===== src/rtl/mnist_net_pkg.sv =====
// Shared MNIST network definitions: MAC1 state encoding, default widths and sum width.
package mnist_net_pkg;

    localparam int unsigned NWBITS     = 16;
    localparam int unsigned COUNT_BIT1 = 10;
    localparam int unsigned NPIX_L1    = 784;

    // Accumulator / weighted_sum width, shared with the bias stage
    localparam int unsigned SUM_W = NWBITS + COUNT_BIT1;

    typedef enum logic [1:0] {
        MAC1_IDLE     = 2'd0,
        MAC1_ACCUM    = 2'd1,
        MAC1_DONE     = 2'd2,
        MAC1_WAIT_ACK = 2'd3
    } mac1_state_e;

endpackage


===== src/rtl/mac1_accum_pix_beat_counter.sv =====
// Beat counter for the first-layer accumulator; flags the final beat of an image.
module pix_beat_counter #(
    parameter int unsigned COUNT_BIT1 = 10,
    parameter int unsigned NPIX       = 784
) (
    input  logic clk,
    input  logic reset_b,
    input  logic clear,
    input  logic en,
    output logic last_c
);

    logic [COUNT_BIT1-1:0] cnt;

    // Clear wins over enable so a restart/abort never leaves a stale count
    always_ff @(posedge clk or negedge reset_b) begin
        if (!reset_b) begin
            cnt <= '0;
        end else if (clear) begin
            cnt <= '0;
        end else if (en) begin
            cnt <= cnt + COUNT_BIT1'(1);
        end
    end

    assign last_c = (cnt == COUNT_BIT1'(NPIX - 1));

endmodule


===== src/rtl/mac1_accum.sv =====
// First-layer neuron accumulator: sums signed weights of set pixels, hands result to bias stage.
// Optional abort input enabled by defining MAC1_ABORT_EN.
module mac1_accum
    import mnist_net_pkg::*;
#(
    parameter int unsigned NWBITS     = mnist_net_pkg::NWBITS,
    parameter int unsigned COUNT_BIT1 = mnist_net_pkg::COUNT_BIT1,
    parameter int unsigned NPIX       = mnist_net_pkg::NPIX_L1
) (
    input  logic                                 clk,
    input  logic                                 reset_b,
    input  logic                                 start,
    input  logic                                 pix_valid,
    input  logic                                 pix_bit,
    input  logic signed [NWBITS-1:0]             weight,
    output logic                                 pix_ready,
    output logic signed [NWBITS+COUNT_BIT1-1:0]  weighted_sum,
    output logic                                 add_bias,
    input  logic                                 end_state1,
`ifdef MAC1_ABORT_EN
    input  logic                                 abort,
`endif
    output logic                                 busy
);

    localparam int unsigned SW = NWBITS + COUNT_BIT1;

    if (NPIX < 1 || NPIX > (1 << COUNT_BIT1)) begin : g_bad_npix
        $error("mac1_accum: NPIX must be in 1..2**COUNT_BIT1");
    end

    mac1_state_e          state, state_nxt;
    logic signed [SW-1:0] acc, acc_nxt;
    logic signed [SW-1:0] wsum_nxt;
    logic signed [SW-1:0] term_c;
    logic                 cnt_clr, cnt_en, last_c, beat_c;
    logic                 add_bias_q;

    pix_beat_counter #(
        .COUNT_BIT1 (COUNT_BIT1),
        .NPIX       (NPIX)
    ) u_cnt (
        .clk     (clk),
        .reset_b (reset_b),
        .clear   (cnt_clr),
        .en      (cnt_en),
        .last_c  (last_c)
    );

    always_ff @(posedge clk or negedge reset_b) begin
        if (!reset_b) begin
            state <= MAC1_IDLE;
        end else begin
            state <= state_nxt;
        end
    end

    always_comb begin
        state_nxt = state;
        acc_nxt   = acc;
        wsum_nxt  = weighted_sum;
        cnt_clr   = 1'b0;
        cnt_en    = 1'b0;
        beat_c    = pix_valid && (state == MAC1_ACCUM);
        if (pix_bit) begin
            term_c = SW'(weight);
        end else begin
            term_c = '0;
        end
        case (state)
            MAC1_IDLE: begin
                if (start) begin
                    state_nxt = MAC1_ACCUM;
                    acc_nxt   = '0;
                    cnt_clr   = 1'b1;
                end
            end
            MAC1_ACCUM: begin
                if (beat_c) begin
                    cnt_en  = 1'b1;
                    acc_nxt = acc + term_c;
                    if (last_c) begin
                        wsum_nxt  = acc + term_c;
                        state_nxt = MAC1_DONE;
                    end
                end
            end
            MAC1_DONE: begin
                state_nxt = MAC1_WAIT_ACK;
            end
            MAC1_WAIT_ACK: begin
                if (end_state1) begin
                    state_nxt = MAC1_IDLE;
                end
            end
            default: begin
                state_nxt = MAC1_IDLE;
            end
        endcase
`ifdef MAC1_ABORT_EN
        // Abort overrides everything; the last completed result is kept
        if (abort && state != MAC1_IDLE) begin
            state_nxt = MAC1_IDLE;
            acc_nxt   = '0;
            wsum_nxt  = weighted_sum;
            cnt_clr   = 1'b1;
            cnt_en    = 1'b0;
        end
`endif
    end

    // Datapath and registered outputs, derived from the next state
    always_ff @(posedge clk or negedge reset_b) begin
        if (!reset_b) begin
            acc          <= '0;
            weighted_sum <= '0;
            pix_ready    <= 1'b0;
            add_bias_q   <= 1'b0;
            busy         <= 1'b0;
        end else begin
            acc          <= acc_nxt;
            weighted_sum <= wsum_nxt;
            pix_ready    <= (state_nxt == MAC1_ACCUM);
            add_bias_q   <= (state_nxt == MAC1_DONE);
            busy         <= (state_nxt != MAC1_IDLE);
        end
    end

`ifdef MAC1_ABORT_EN
    assign add_bias = add_bias_q && !abort;
`else
    assign add_bias = add_bias_q;
`endif

endmodule


===== config.mk =====
export PLATFORM = sky130hd
export DESIGN_NAME = mac1_accum
export DESIGN_NICKNAME = d
export VERILOG_FILES = /design/src/rtl/mnist_net_pkg.sv /design/src/rtl/mac1_accum_pix_beat_counter.sv /design/src/rtl/mac1_accum.sv
export SDC_FILE = /design/constraint.sdc
export NUM_CORES = 1
export LEC_CHECK = 0
export BUFFER_PORTS_ARGS = -buffer_cell sky130_fd_sc_hd__buf_2
export CAP_MARGIN = 0
export CORE_ASPECT_RATIO = 1.4
export CORE_MARGIN = 5
export CORE_UTILIZATION = 45
export CTS_CLUSTER_SIZE = 24
export DETAILED_ROUTE_END_ITERATION = 8
export PLACE_DENSITY = 0.62
export SYNTH_ARGS = -nofsm -noshare
export SYNTH_HDL_FRONTEND = slang
export SYNTH_SLANG_ARGS = --single-unit
export TNS_END_PERCENT = 30

===== constraint.sdc =====
create_clock -name clk -period 2.9 [get_ports clk]
set_input_delay 0.58 -clock clk [delete_from_list [all_inputs] [get_ports clk]]
set_output_delay 0.58 -clock clk [all_outputs]
set_load 0.03 [all_outputs]

# Word-level counts from Yosys, hierarchy flattened
# Cells that the tools add are included.
[totals]
ff_bits = 67
in_bits = 22
out_inout_bits = 29
wordCells = 39
[classes]
addsub = 2
n_eq_ne = 8
n_mux = 15
n_reduce_logical = 7
[op_table]
columns = ["operator", "count"]
rows = [
  ["26-bit 2-to-1 mux", 3],
  ["26-bit case mux with 2 select lines", 1],
  ["26-bit adder", 1],
  ["10-bit 2-to-1 mux", 2],
  ["10-bit by 1-bit adder with 10-bit output, second input constant", 1],
  ["10-bit equality test, second input constant", 1],
  ["2-bit 2-to-1 mux", 4],
  ["2-bit case mux with 4 select lines", 1],
  ["2-bit equality test, second input constant", 3],
  ["3-bit AND reduction", 2],
  ["2-bit nonzero test", 3],
  ["2-bit by 1-bit equality test with 1-bit output, second input constant", 2],
  ["1-bit 2-to-1 mux", 4],
  ["2-bit != test, second input constant", 2],
  ["2-bit logical NOT", 1],
  ["1-bit logical AND", 1],
]

# Logic depth before layout (Yosys ltp)
# Gate-level depths: netlist (run 1).
[logic_depth]
depth_word = 6
mapped_depth = 12
mapped_depth_nobuf = 11

# Hierarchy
# A second synthesis (run 1) with hierarchy kept.
[hier_totals]
hier_cells = 476
hier_area_um2 = 4237.8
[by_module_without_submodules]
columns = ["module", "n_inst", "cells_per_inst", "area_per_inst_um2"]
rows = [
  ["mac1_accum", 1, 426, 3718.6],
  ["pix_beat_counter", 1, 50, 519.2],
]

# Worst setup path before layout (run 1)
# Ideal clock, no wire load.
[synth_timing]
path_type = "input port to flip-flop"
start = "in pix_bit"
end = "reg acc[25]"
setup_time_ns = 0.082
arrival_ns = 2.646
required_time_ns = 2.818
path_slack_ns = 0.173
cell_stages = 12
path_buffers = 2
path_cell_list = "clkbuf_1 -> nand2_1 -> inv_1 -> ha_1 -> a211o_1 -> a21oi_2 -> a21oi_2 -> o31a_1 -> buf_6 -> a21o_1 -> or2_1 -> a31oi_1"
[synth_via]
elab_chain_cells = 4
[synth_lines]
columns = ["item", "line_no", "text"]
rows = [
  ["start: declaration", "mac1_accum.sv:14", "input logic pix_bit,"],
  ["26-bit 2-to-1 mux", "mac1_accum.sv:65", "if (pix_bit) begin"],
  ["26-bit adder", "mac1_accum.sv:81", "acc_nxt = acc + term_c;"],
  ["26-bit 2-to-1 mux", "mac1_accum.sv:79", "if (beat_c) begin"],
  ["26-bit case mux with 2 select lines", "mac1_accum.sv:70", "case (state)"],
  ["end signal: assignment", "mac1_accum.sv:121", "acc <= acc_nxt;"],
  ["end: declaration", "mac1_accum.sv:33", "logic signed [SW-1:0] acc, acc_nxt;"],
]
# Every way passes these cells. The select of a mux whose other input is x is not followed.
# A chain may end at the register's enable or synchronous reset.

# Worst setup path after layout (run 1)
[layout_timing]
start = "in pix_bit"
end = "reg weighted_sum[16]"
[layout_via]
elab_chain_cells = 2
[layout_lines]
columns = ["item", "line_no", "text"]
rows = [
  ["26-bit 2-to-1 mux", "mac1_accum.sv:65", ""],
  ["26-bit adder", "mac1_accum.sv:83", "wsum_nxt = acc + term_c;"],
  ["end signal: assignment", "mac1_accum.sv:122", "weighted_sum <= wsum_nxt;"],
  ["end: declaration", "mac1_accum.sv:17", "output logic signed [NWBITS+COUNT_BIT1-1:0] weighted_sum,"],
]
# Every way passes these cells.

==> metrics.yaml, run 1 <==
synthFlopType: "dfrtp_1"
skew_ns: 0.00552
grt_pass1_wl_um: 19000
die-height_um: 124
viasPerCell: 5.65
regArea_um2: 1680
cts_sinks: 67
cap_violations: 0
ctsHoldBuffers: 0
start_kind: "primary input"
syn-cell-area_um2: 4210
status: "finished clean"
clockBufferDepth: 2
hp-class: "primary input to asynchronous set/reset pin"
critPathBufInv: 2
grt_antenna_before_repair: 0
antenna_left: 0
fmax_mhz: 372
rsz0062_at_grt: "no"
yosysTopAreaCell: "dfrtp_1"
die_x_um: 91.8
avgSynthCellArea_um2: 9.09
startpoint: "pix_bit"
finalCritPeriodShare_pct: 92.6
worstSetupPathType: "primary input to flop"
leakage_nw: 2.45
port_buffers: 50
timing.critical_path.cells: "buf_2, buf_4, and2_1, ha_1, nor2b_1, o31a_1, o211ai_2, nand2_2, o41ai_4, nor3_1, o31ai_1"
dp_hpwl_um: 8220
layout.nets: 575
io_pins: 51
first_pass_iters: 4
synthArstFlopShare_pct: 100
place_area_um2: 4770
rows: 41
drive_gt1_share_pct: 24.4
dp_cells: 632
drc: 0
finalSetupTns_ns: 0
clock_latency_ns: 0.34
hold_viol: 0
relSlewSlack_pct: 46.9
post_cts_buffers: 0
slowest_delay_ns: 0.32
synth_top_area_share_pct: 39.8
slew_violations: 0
wl_um: 11000
whs_ns: 0.334
fin_ws_ns: 0.214
overflow: 0
h-tree-depth: 3
synth_seq_cells: 67
n_fill_cell: 853
cp-end-kind: "flop"
yosysSeqAreaShare_pct: 39.8
cts_made_buffers: 9
pre_cts_ws_ns: -0.212
drt_first_iter_violations: 178
synth_nets: 502
cts.clk_slew.worst_paths_ns: 0.06
cts_resized: 0
insertedDiodeCount: 0
setup_viol: 0
cellPowerDensity_nw_per_um2: 778
finalNonFillerCells: 647
postLayoutCellArea_um2: 5050
wl_per_cell_um: 16.9
fin_crit_ns: 2.69
yosys_warnings: 0
multi_input_area_um2: 2370
ir_drop_v: 0.000429
cp_slowest_cell: "ha_1"
dieArea_um2: 11400
netlist_top_cells_area: "dfrtp_1 40%, nand2_1 5.9%, ha_1 4.8%, o21ai_0 3.8%, xnor2_1 3.7%"
totalPowerFinal_mw: 3.92
grt_usage_pct: 20.8
r2r_start: "acc[0]$_DFFE_PN0P_"
worstPathMaxFanout: 7
worst_pin_slew_ns: 0.796
cpLargestDelayFamily: "compound AO/OA/AOI/OAI gates"
gp_congestion: 0.896
start_util_pct: 46.4
detailroute.via_count: 3653
area_growth_pct: 19.9
yosysUniqueCellTypes: 63
final_util_pct: 55.6
arrival_ns: 2.92
syn_inst: 463
synth_edf_count: 0
cp.required_ns: 3.13
root_buffer: "clkbuf_16"
cts_tree: "built"
grt_pass1_vias: 3763
fp.coreArea_um2: 9080
grt_start_max_net_pins: 41
==> worst paths after layout <==
kind                       slack, ns  depth (start not counted)                      endpoint
setup / recovery                0.21                         11  weighted_sum[16]$_DFFE_PN0P_
hold / removal                  0.33                          1           acc[20]$_DFFE_PN0P_
setup reg to reg                0.41                         10  weighted_sum[16]$_DFFE_PN0P_
hold reg to reg                 0.47                          2  weighted_sum[24]$_DFFE_PN0P_
max in group asynchronous       1.91                          2           acc[18]$_DFFE_PN0P_
min in group clk                0.47                          2  weighted_sum[24]$_DFFE_PN0P_
==> cells in the mapped netlist, types with 5 or more instances <==
master and instances:
and3_1 6, or3_1 11, and2_1 19, xor2_1 10
nand2_1 66, a31oi_1 5, buf_2 8, o21a_1 5
clkbuf_1 16, nor2_1 22, xnor2_1 18, a21o_1 5
a21oi_1 30, nand4_1 10, o211ai_1 6, ha_1 16
a22o_1 9, o21ai_1 8, nor3_1 7, dfrtp_1 67
nand3_1 12, o21ai_0 32, inv_1 10
==> state kept, by name, indices dropped and copies added (netlist names) <==
signal and cells:
acc 26, weighted_sum 26, u_cnt.cnt 10, state 2
add_bias 1, busy 1, pix_ready 1
==> cells in the final DEF (no fill, tap or decap), types with 6 or more instances in the layout <==
master      n
buf_4      39
o21ai_0    32
nor2_1     22
or3_1      11
buf_2      50
a21oi_1    30
xnor2_1    18
inv_1      10
ha_1       16
and3_1      6
nand4_1    10
and2_1     19
nand3_1    12
a22o_1      9
nand2_1    66
clkbuf_16   9
o211ai_1    6
dfrtp_1    67
xor2_1     10
nor3_1      7
o21ai_1     8
==> routing by layer <==
layer,share of wire (%),vias to the layer above,GRT usage [%]
met5,0,-,0
met3,4.3,18,3.81
met2,50,72,34.9
met1,43,1767,26.3
li1,-,1796,-
met4,2.4,0,7.96
==> where the power goes <==
part	internal [mW]	switching, mW
Combinational	0.744	0.806
Clock	0.593	0.399
Sequential	1.13	0.252
==> logic make-up after synthesis <==
group	synth area share, %
fa+ha+maj	5.23
simple gates	21.8
buf+inv	4.10
compound gates	20.6
mux	2.20
xor+xnor	6.21
flops	39.8
==> cell type report <==
type                    count  share of cell area [%]
clock buffers              12                    4.88
clock inverters             3                   0.298
inverters                  10                   0.744
multi-input cells         358                    47.0
flip-flops and latches     67                    33.2
well taps                 107                    2.65
repair buffers             90                    11.2
Power figures use the tool's default switching activity.
==> run 2: changes to the inputs <==
Settings changed: SYNTH_HIERARCHICAL from default to 1.
==> run 2 against run 1 <==
Non-clock buffer count increased by 10. Critical path depth up 1. Synthesized cell count increased by 2.8%. Utilization increased by 0.37 points. Die area grew 0.59%. Sequential power is essentially flat. Clock skew down 0.0014 ns. Wire length shrank 0.49%. Sequential cell count is the same. Combinational power grew 12%. Setup slack worse by 0.096 ns.
==> metrics.yaml, run 2 <==
status: "finished clean"
gp_congestion: 0.887
dp_cells: 659
setup_viol: 0
synth_seq_cells: 67
cp-end-kind: "flop"
cap_violations: 0
drt_first_iter_violations: 128
reg2reg_setup_slack_ns: 0.25
drive_gt1_share_pct: 26.5
synth_top_cells_by_count: "72 x nand2_1, 67 x dfrtp_1, 38 x o21ai_0"
grt_start_max_net_pins: 40
mostFrequentLayoutCells: "72 x nand2_1, 67 x dfrtp_1, 50 x buf_2"
h-tree-depth: 3
viasPerCell: 5.53
syn-cell-area_um2: 4240
grt_antenna_before_repair: 0
yosysSeqAreaShare_pct: 39.6
cellPowerDensity_nw_per_um2: 810
skew_ns: 0.00415
startpoint: "pix_bit"
yosys_warnings: 6
finalNonFillerCells: 675
synth_most_common_cell: "nand2_1"
detailroute.via_count: 3731
antenna_left: 0
finalSetupTns_ns: 0
cts_made_buffers: 9
start_kind: "primary input"
synth_top_area_share_pct: 39.6
path_common_cell: "o211ai_1"
area_growth_pct: 23.5
synth_nets: 515
cp_slowest_cell: "mux2i_2"
ir_drop_v: 0.000336
rsz0062_at_grt: "yes"
io_pins: 51
die-height_um: 125
synth_edf_count: 0
synthArstFlopShare_pct: 100
grt_usage_pct: 20.5
clock_latency_ns: 0.33
top_regs: "acc: 26 flops, weighted_sum: 26 flops, u_cnt/cnt: 10 flops"
wl_um: 10900
arrival_ns: 3.00
grt_pass1_wl_um: 18900
die_x_um: 92.0
hp-class: "primary input to asynchronous set/reset pin"
r2r_end: "acc[22]$_DFFE_PN0P_"
n_fill_cell: 854
r2r_start: "acc[0]$_DFFE_PN0P_"
drc: 0
finalCritPeriodShare_pct: 95.9
synthFlopType: "dfrtp_1"
relSlewSlack_pct: 53.5
root_buffer: "clkbuf_16"
fin_ws_ns: 0.118
overflow: 0
fp.coreArea_um2: 9350
hold_viol: 0
fin_crit_ns: 2.78
slowest_delay_ns: 0.33
cp.required_ns: 3.12
dieArea_um2: 11500
start_util_pct: 45.3
yosysTopAreaCell: "dfrtp_1"
rows: 42
whs_ns: 0.294
worstSetupPathType: "primary input to flop"
yosysUniqueCellTypes: 68
netlist_top_cells_area: "dfrtp_1 40%, nand2_1 6.4%, ha_1 4.7%, o21ai_0 4.5%, xnor2_1 4.1%"
timing.critical_path.cells: "buf_2, buf_4, and2_1, ha_1, a21oi_1, o21ai_1, o211ai_1, o211ai_2, o211ai_1, mux2i_2, o21ai_0, a21o_1"
leakage_nw: 2.43
worst_pin_slew_ns: 0.698
worstPathMaxFanout: 13
syn_inst: 476
clockBufferDepth: 2
wl_per_cell_um: 16.1
dp_hpwl_um: 8320
pre_cts_ws_ns: -0.215
avgSynthCellArea_um2: 8.90
insertedDiodeCount: 0
final_common_cell: "nand2_1"
port_buffers: 50
grt_pass1_vias: 3907
cts_sinks: 67
slew_violations: 0
first_pass_iters: 4
cts.clk_slew.worst_paths_ns: 0.05
reg2regPathDepth: 10
layout.nets: 599
cts_tree: "built"
fmax_mhz: 359
-- run 2: cell count changes after synthesis, sizes merged, moves of 4 or more --
cell   change
nand3     +10
nor2       +7
nand4      -6
o21ai      +6
a22o       -5
and3       -5
nand2      +5
or2        +4
or3        -4
-- run 2: final cells by class --
cell class	count	area, um^2	share of cell area [%]
Sequential cell	67	1680	32.0
Clock buffer	10	239	4.57
Clock inverter	6	65.1	1.24
Multi-Input combinational cell	374	2450	46.7
Timing Repair Buffer	100	638	12.2
Tap cell	110	138	2.63
Inverter	8	30.0	0.574
-- run 2: critical path, delay by kind of cell --
kind / cells / cell delay, ns
AND/OR/NAND/NOR: 1 / 0.16
adder cells (fa/ha/maj): 1 / 0.31
multiplexers: 1 / 0.33
buffers and inverters: 2 / 0.33
AO/OA/AOI/OAI: 7 / 1.29
-- run 2: power by group --
part / internal [mW] / switching, mW
combinational: 0.853 / 0.891
clock: 0.688 / 0.405
sequential: 1.14 / 0.267
-- run 2: cell families after synthesis --
group	Yosys count	share of synthesized area, %
fa+ha+maj	18	5.43
mux	7	1.77
buf+inv	35	3.60
simple gates	188	22.8
flops	67	39.6
xor+xnor	28	5.79
compound gates	133	21.0
-- run 2: worst max-delay path by stage --
stage,cells past startpoint,to,slack (ns)
finish,12,acc[24]$_DFFE_PN0P_,0.12
global route,12,acc[24]$_DFFE_PN0P_,-0.03
CTS,12,acc[24]$_DFFE_PN0P_,0.11
detailed placement,12,acc[22]$_DFFE_PN0P_,-0.21
global placement,12,acc[22]$_DFFE_PN0P_,-0.17
floorplan,12,acc[22]$_DFFE_PN0P_,-0.07
-- run 2: layer usage --
layer / up-vias / GRT usage [%] / part of all wire [%]
li1: 1861 / - / -
met2: 65 / 36.8 / 53
met3: 17 / 3.99 / 3.6
met4: 0 / 6.39 / 1.9
met5: - / 0 / 0
met1: 1788 / 24.4 / 41
-- run 2: metrics by stage --
| stage | utilization, % | instance area (um^2) | power, mW |
|---|---|---|---|
| after floorplan | - | 4270 | 2.54 |
| after global placement | 52.5 | 4910 | 3.11 |
| after detailed placement | 52.5 | 4910 | 3.15 |
| after CTS | 55.8 | 5220 | 4.27 |
| after global routing | 55.9 | 5230 | 4.56 |
| final | 55.9 | 5230 | 4.24 |
-- run 2: timing repair --
item / 4_1_cts / 5_1_grt
hold buffers: 0 / 0
resized for setup: 0 / 3
hold endpoints to repair: 0 / 0
endpoints found under the setup margin: 0 / 4
setup buffers: 0 / 0
==> run 3: changes to the inputs <==
Settings changed: REMOVE_ABC_BUFFERS from default to 1, TNS_END_PERCENT 30 to 20.
==> run 3 against run 2 <==
Via count shrank 1.1%. Hold slack gained 0.016 ns. Clock skew grew 0.0030 ns. Wire length shrank 4.7%. Sequential cell count is the same. Critical endpoint is now acc[22]$_DFFE_PN0P_.
==> metrics.yaml, run 3 (synthesis results as in run 2) <==
final_common_cell: "nand2_1"
port_buffers: 50
mostFrequentLayoutCells: "72 x nand2_1, 67 x dfrtp_1, 50 x buf_2"
setup_viol: 0
h-tree-depth: 3
clkPwrFrac_pct: 26.3
pre_cts_ws_ns: -0.278
detailroute.via_count: 3691
cts_tree: "built"
internal-power_mw: 2.65
start_util_pct: 45.3
insertedDiodeCount: 0
fp.coreArea_um2: 9350
top_regs: "acc: 26 flops, weighted_sum: 26 flops, u_cnt/cnt: 10 flops"
final_util_pct: 56.2
grt_pass1_vias: 3837
hold_viol: 0
seq_power_share_pct: 33.1
antenna_left: 0
cp_slowest_cell: "a2111oi_4"
die_x_um: 92.0
r2r_end: "acc[22]$_DFFE_PN0P_"
die-height_um: 125
fmax_mhz: 363
arrival_ns: 3.01
drt_first_iter_violations: 149
overflow: 0
cts.clk_slew.worst_paths_ns: 0.06
finalCritPeriodShare_pct: 94.9
hp-class: "primary input to asynchronous set/reset pin"
io_pins: 51
cts_made_buffers: 9
grt_start_max_net_pins: 36
start_kind: "primary input"
first_pass_iters: 4
root_buffer: "clkbuf_16"
grt_usage_pct: 19.4
slew_violations: 0
switching_share_pct: 37.7
clockBufferDepth: 2
cts_sinks: 67
cap_violations: 0
slowest_delay_ns: 0.37
gp_congestion: 0.901
rsz0062_at_grt: "yes"
leakage_nw: 2.43
cellPowerDensity_nw_per_um2: 807
skew_ns: 0.00715
grt_antenna_before_repair: 0
fin_ws_ns: 0.148
drc: 0
fin_crit_ns: 2.75
rows: 42
reg2regPathDepth: 10
grt_pass1_wl_um: 18000
ir_drop_v: 0.000557
worst_pin_slew_ns: 0.762
p_sw_mw: 1.60
wl_um: 10400
worstPathMaxFanout: 4
reg2reg_setup_slack_ns: 0.26
ctsHoldBuffers: 0
relSlewSlack_pct: 49.2
drive_gt1_share_pct: 27.5
pwr-share-comb_pct: 40.6
dp_hpwl_um: 7890
dieArea_um2: 11500
cp-end-kind: "flop"
r2r_start: "acc[0]$_DFFE_PN0P_"
layout.nets: 593
status: "finished clean"
timing.critical_path.cells: "buf_2, and2_1, ha_2, fa_2, a21o_1, a31o_1, a31oi_4, a21boi_4, a2111oi_4, nor3_2, or3_1, o21ai_1"
wl_per_cell_um: 15.5
viasPerCell: 5.52
cp.required_ns: 3.16
worstSetupPathType: "primary input to flop"
finalSetupTns_ns: 0
area_growth_pct: 24.1
clock_latency_ns: 0.34
run 3: changes by cell type in the layout (fill, tap and decap cells not counted), sizes merged:
cell / before / now
buf: 100 / 94
inv: 8 / 12
clkinv: 4 / 1
clkbuf: 10 / 9
run 3: through the flow:
stage          area, um^2  instances  power [mW]  hold WS, ns
3_5_place_dp         4840        652        3.06        0.464
2_1_floorplan        4120        449        2.47        0.284
5_1_grt              5260        669        4.56        0.375
3_3_place_gp         4840        652        3.01        0.457
4_1_cts              5150        668        4.21        0.329
6_report             5260        669        4.25        0.311
run 3: critical path: cells and delay by family:
family                   cells  cell delay (ns)
AO/OA/AOI/OAI                6             1.19
AND/OR/NAND/NOR              3             0.59
adder cells (fa/ha/maj)      2             0.56
buffers and inverters        1             0.10
run 3: final cells by class:
cell class | instances | area [um^2]
Fill cell | 879 | 4100
Tap cell | 110 | 138
Multi-Input combinational cell | 374 | 2510
Sequential cell | 67 | 1680
Clock inverter | 7 | 81.3
Inverter | 8 | 30.0
Timing Repair Buffer | 94 | 593
Clock buffer | 9 | 225
run 3: worst max path at each step:
stage | from | end | slack [ns] | depth (start not counted)
2_1_floorplan | pix_bit | acc[22]$_DFFE_PN0P_ | 0.04 | 11
4_1_cts | pix_bit | acc[22]$_DFFE_PN0P_ | 0.07 | 12
3_3_place_gp | pix_bit | acc[22]$_DFFE_PN0P_ | -0.19 | 12
5_1_grt | pix_bit | acc[22]$_DFFE_PN0P_ | -0.008 | 12
6_report | pix_bit | acc[22]$_DFFE_PN0P_ | 0.15 | 12
3_5_place_dp | pix_bit | acc[22]$_DFFE_PN0P_ | -0.28 | 12
run 3: power by group through the flow:
stage | logic, mW | clock network [mW] | registers (mW)
2_1_floorplan | 1.11 | 0 | 1.36
3_3_place_gp | 1.61 | 0 | 1.40
3_5_place_dp | 1.65 | 0 | 1.41
4_1_cts | 1.66 | 1.15 | 1.40
5_1_grt | 1.92 | 1.19 | 1.45
6_report | 1.72 | 1.12 | 1.41
run 3: routing by layer:
layer / global-route usage, % / vias to the layer above / part of all wire, %
li1: - / 1845 / -
met1: 23.5 / 1787 / 42
met2: 33.2 / 47 / 53
met3: 3.14 / 12 / 2.7
met4: 9.01 / 0 / 2.2
met5: 0 / - / 0
run 3: repair_timing:
item | in CTS | in global routing
endpoints found under the setup margin | 0 | 13
buffers inserted | 0 | 1
resized for setup | 0 | 20
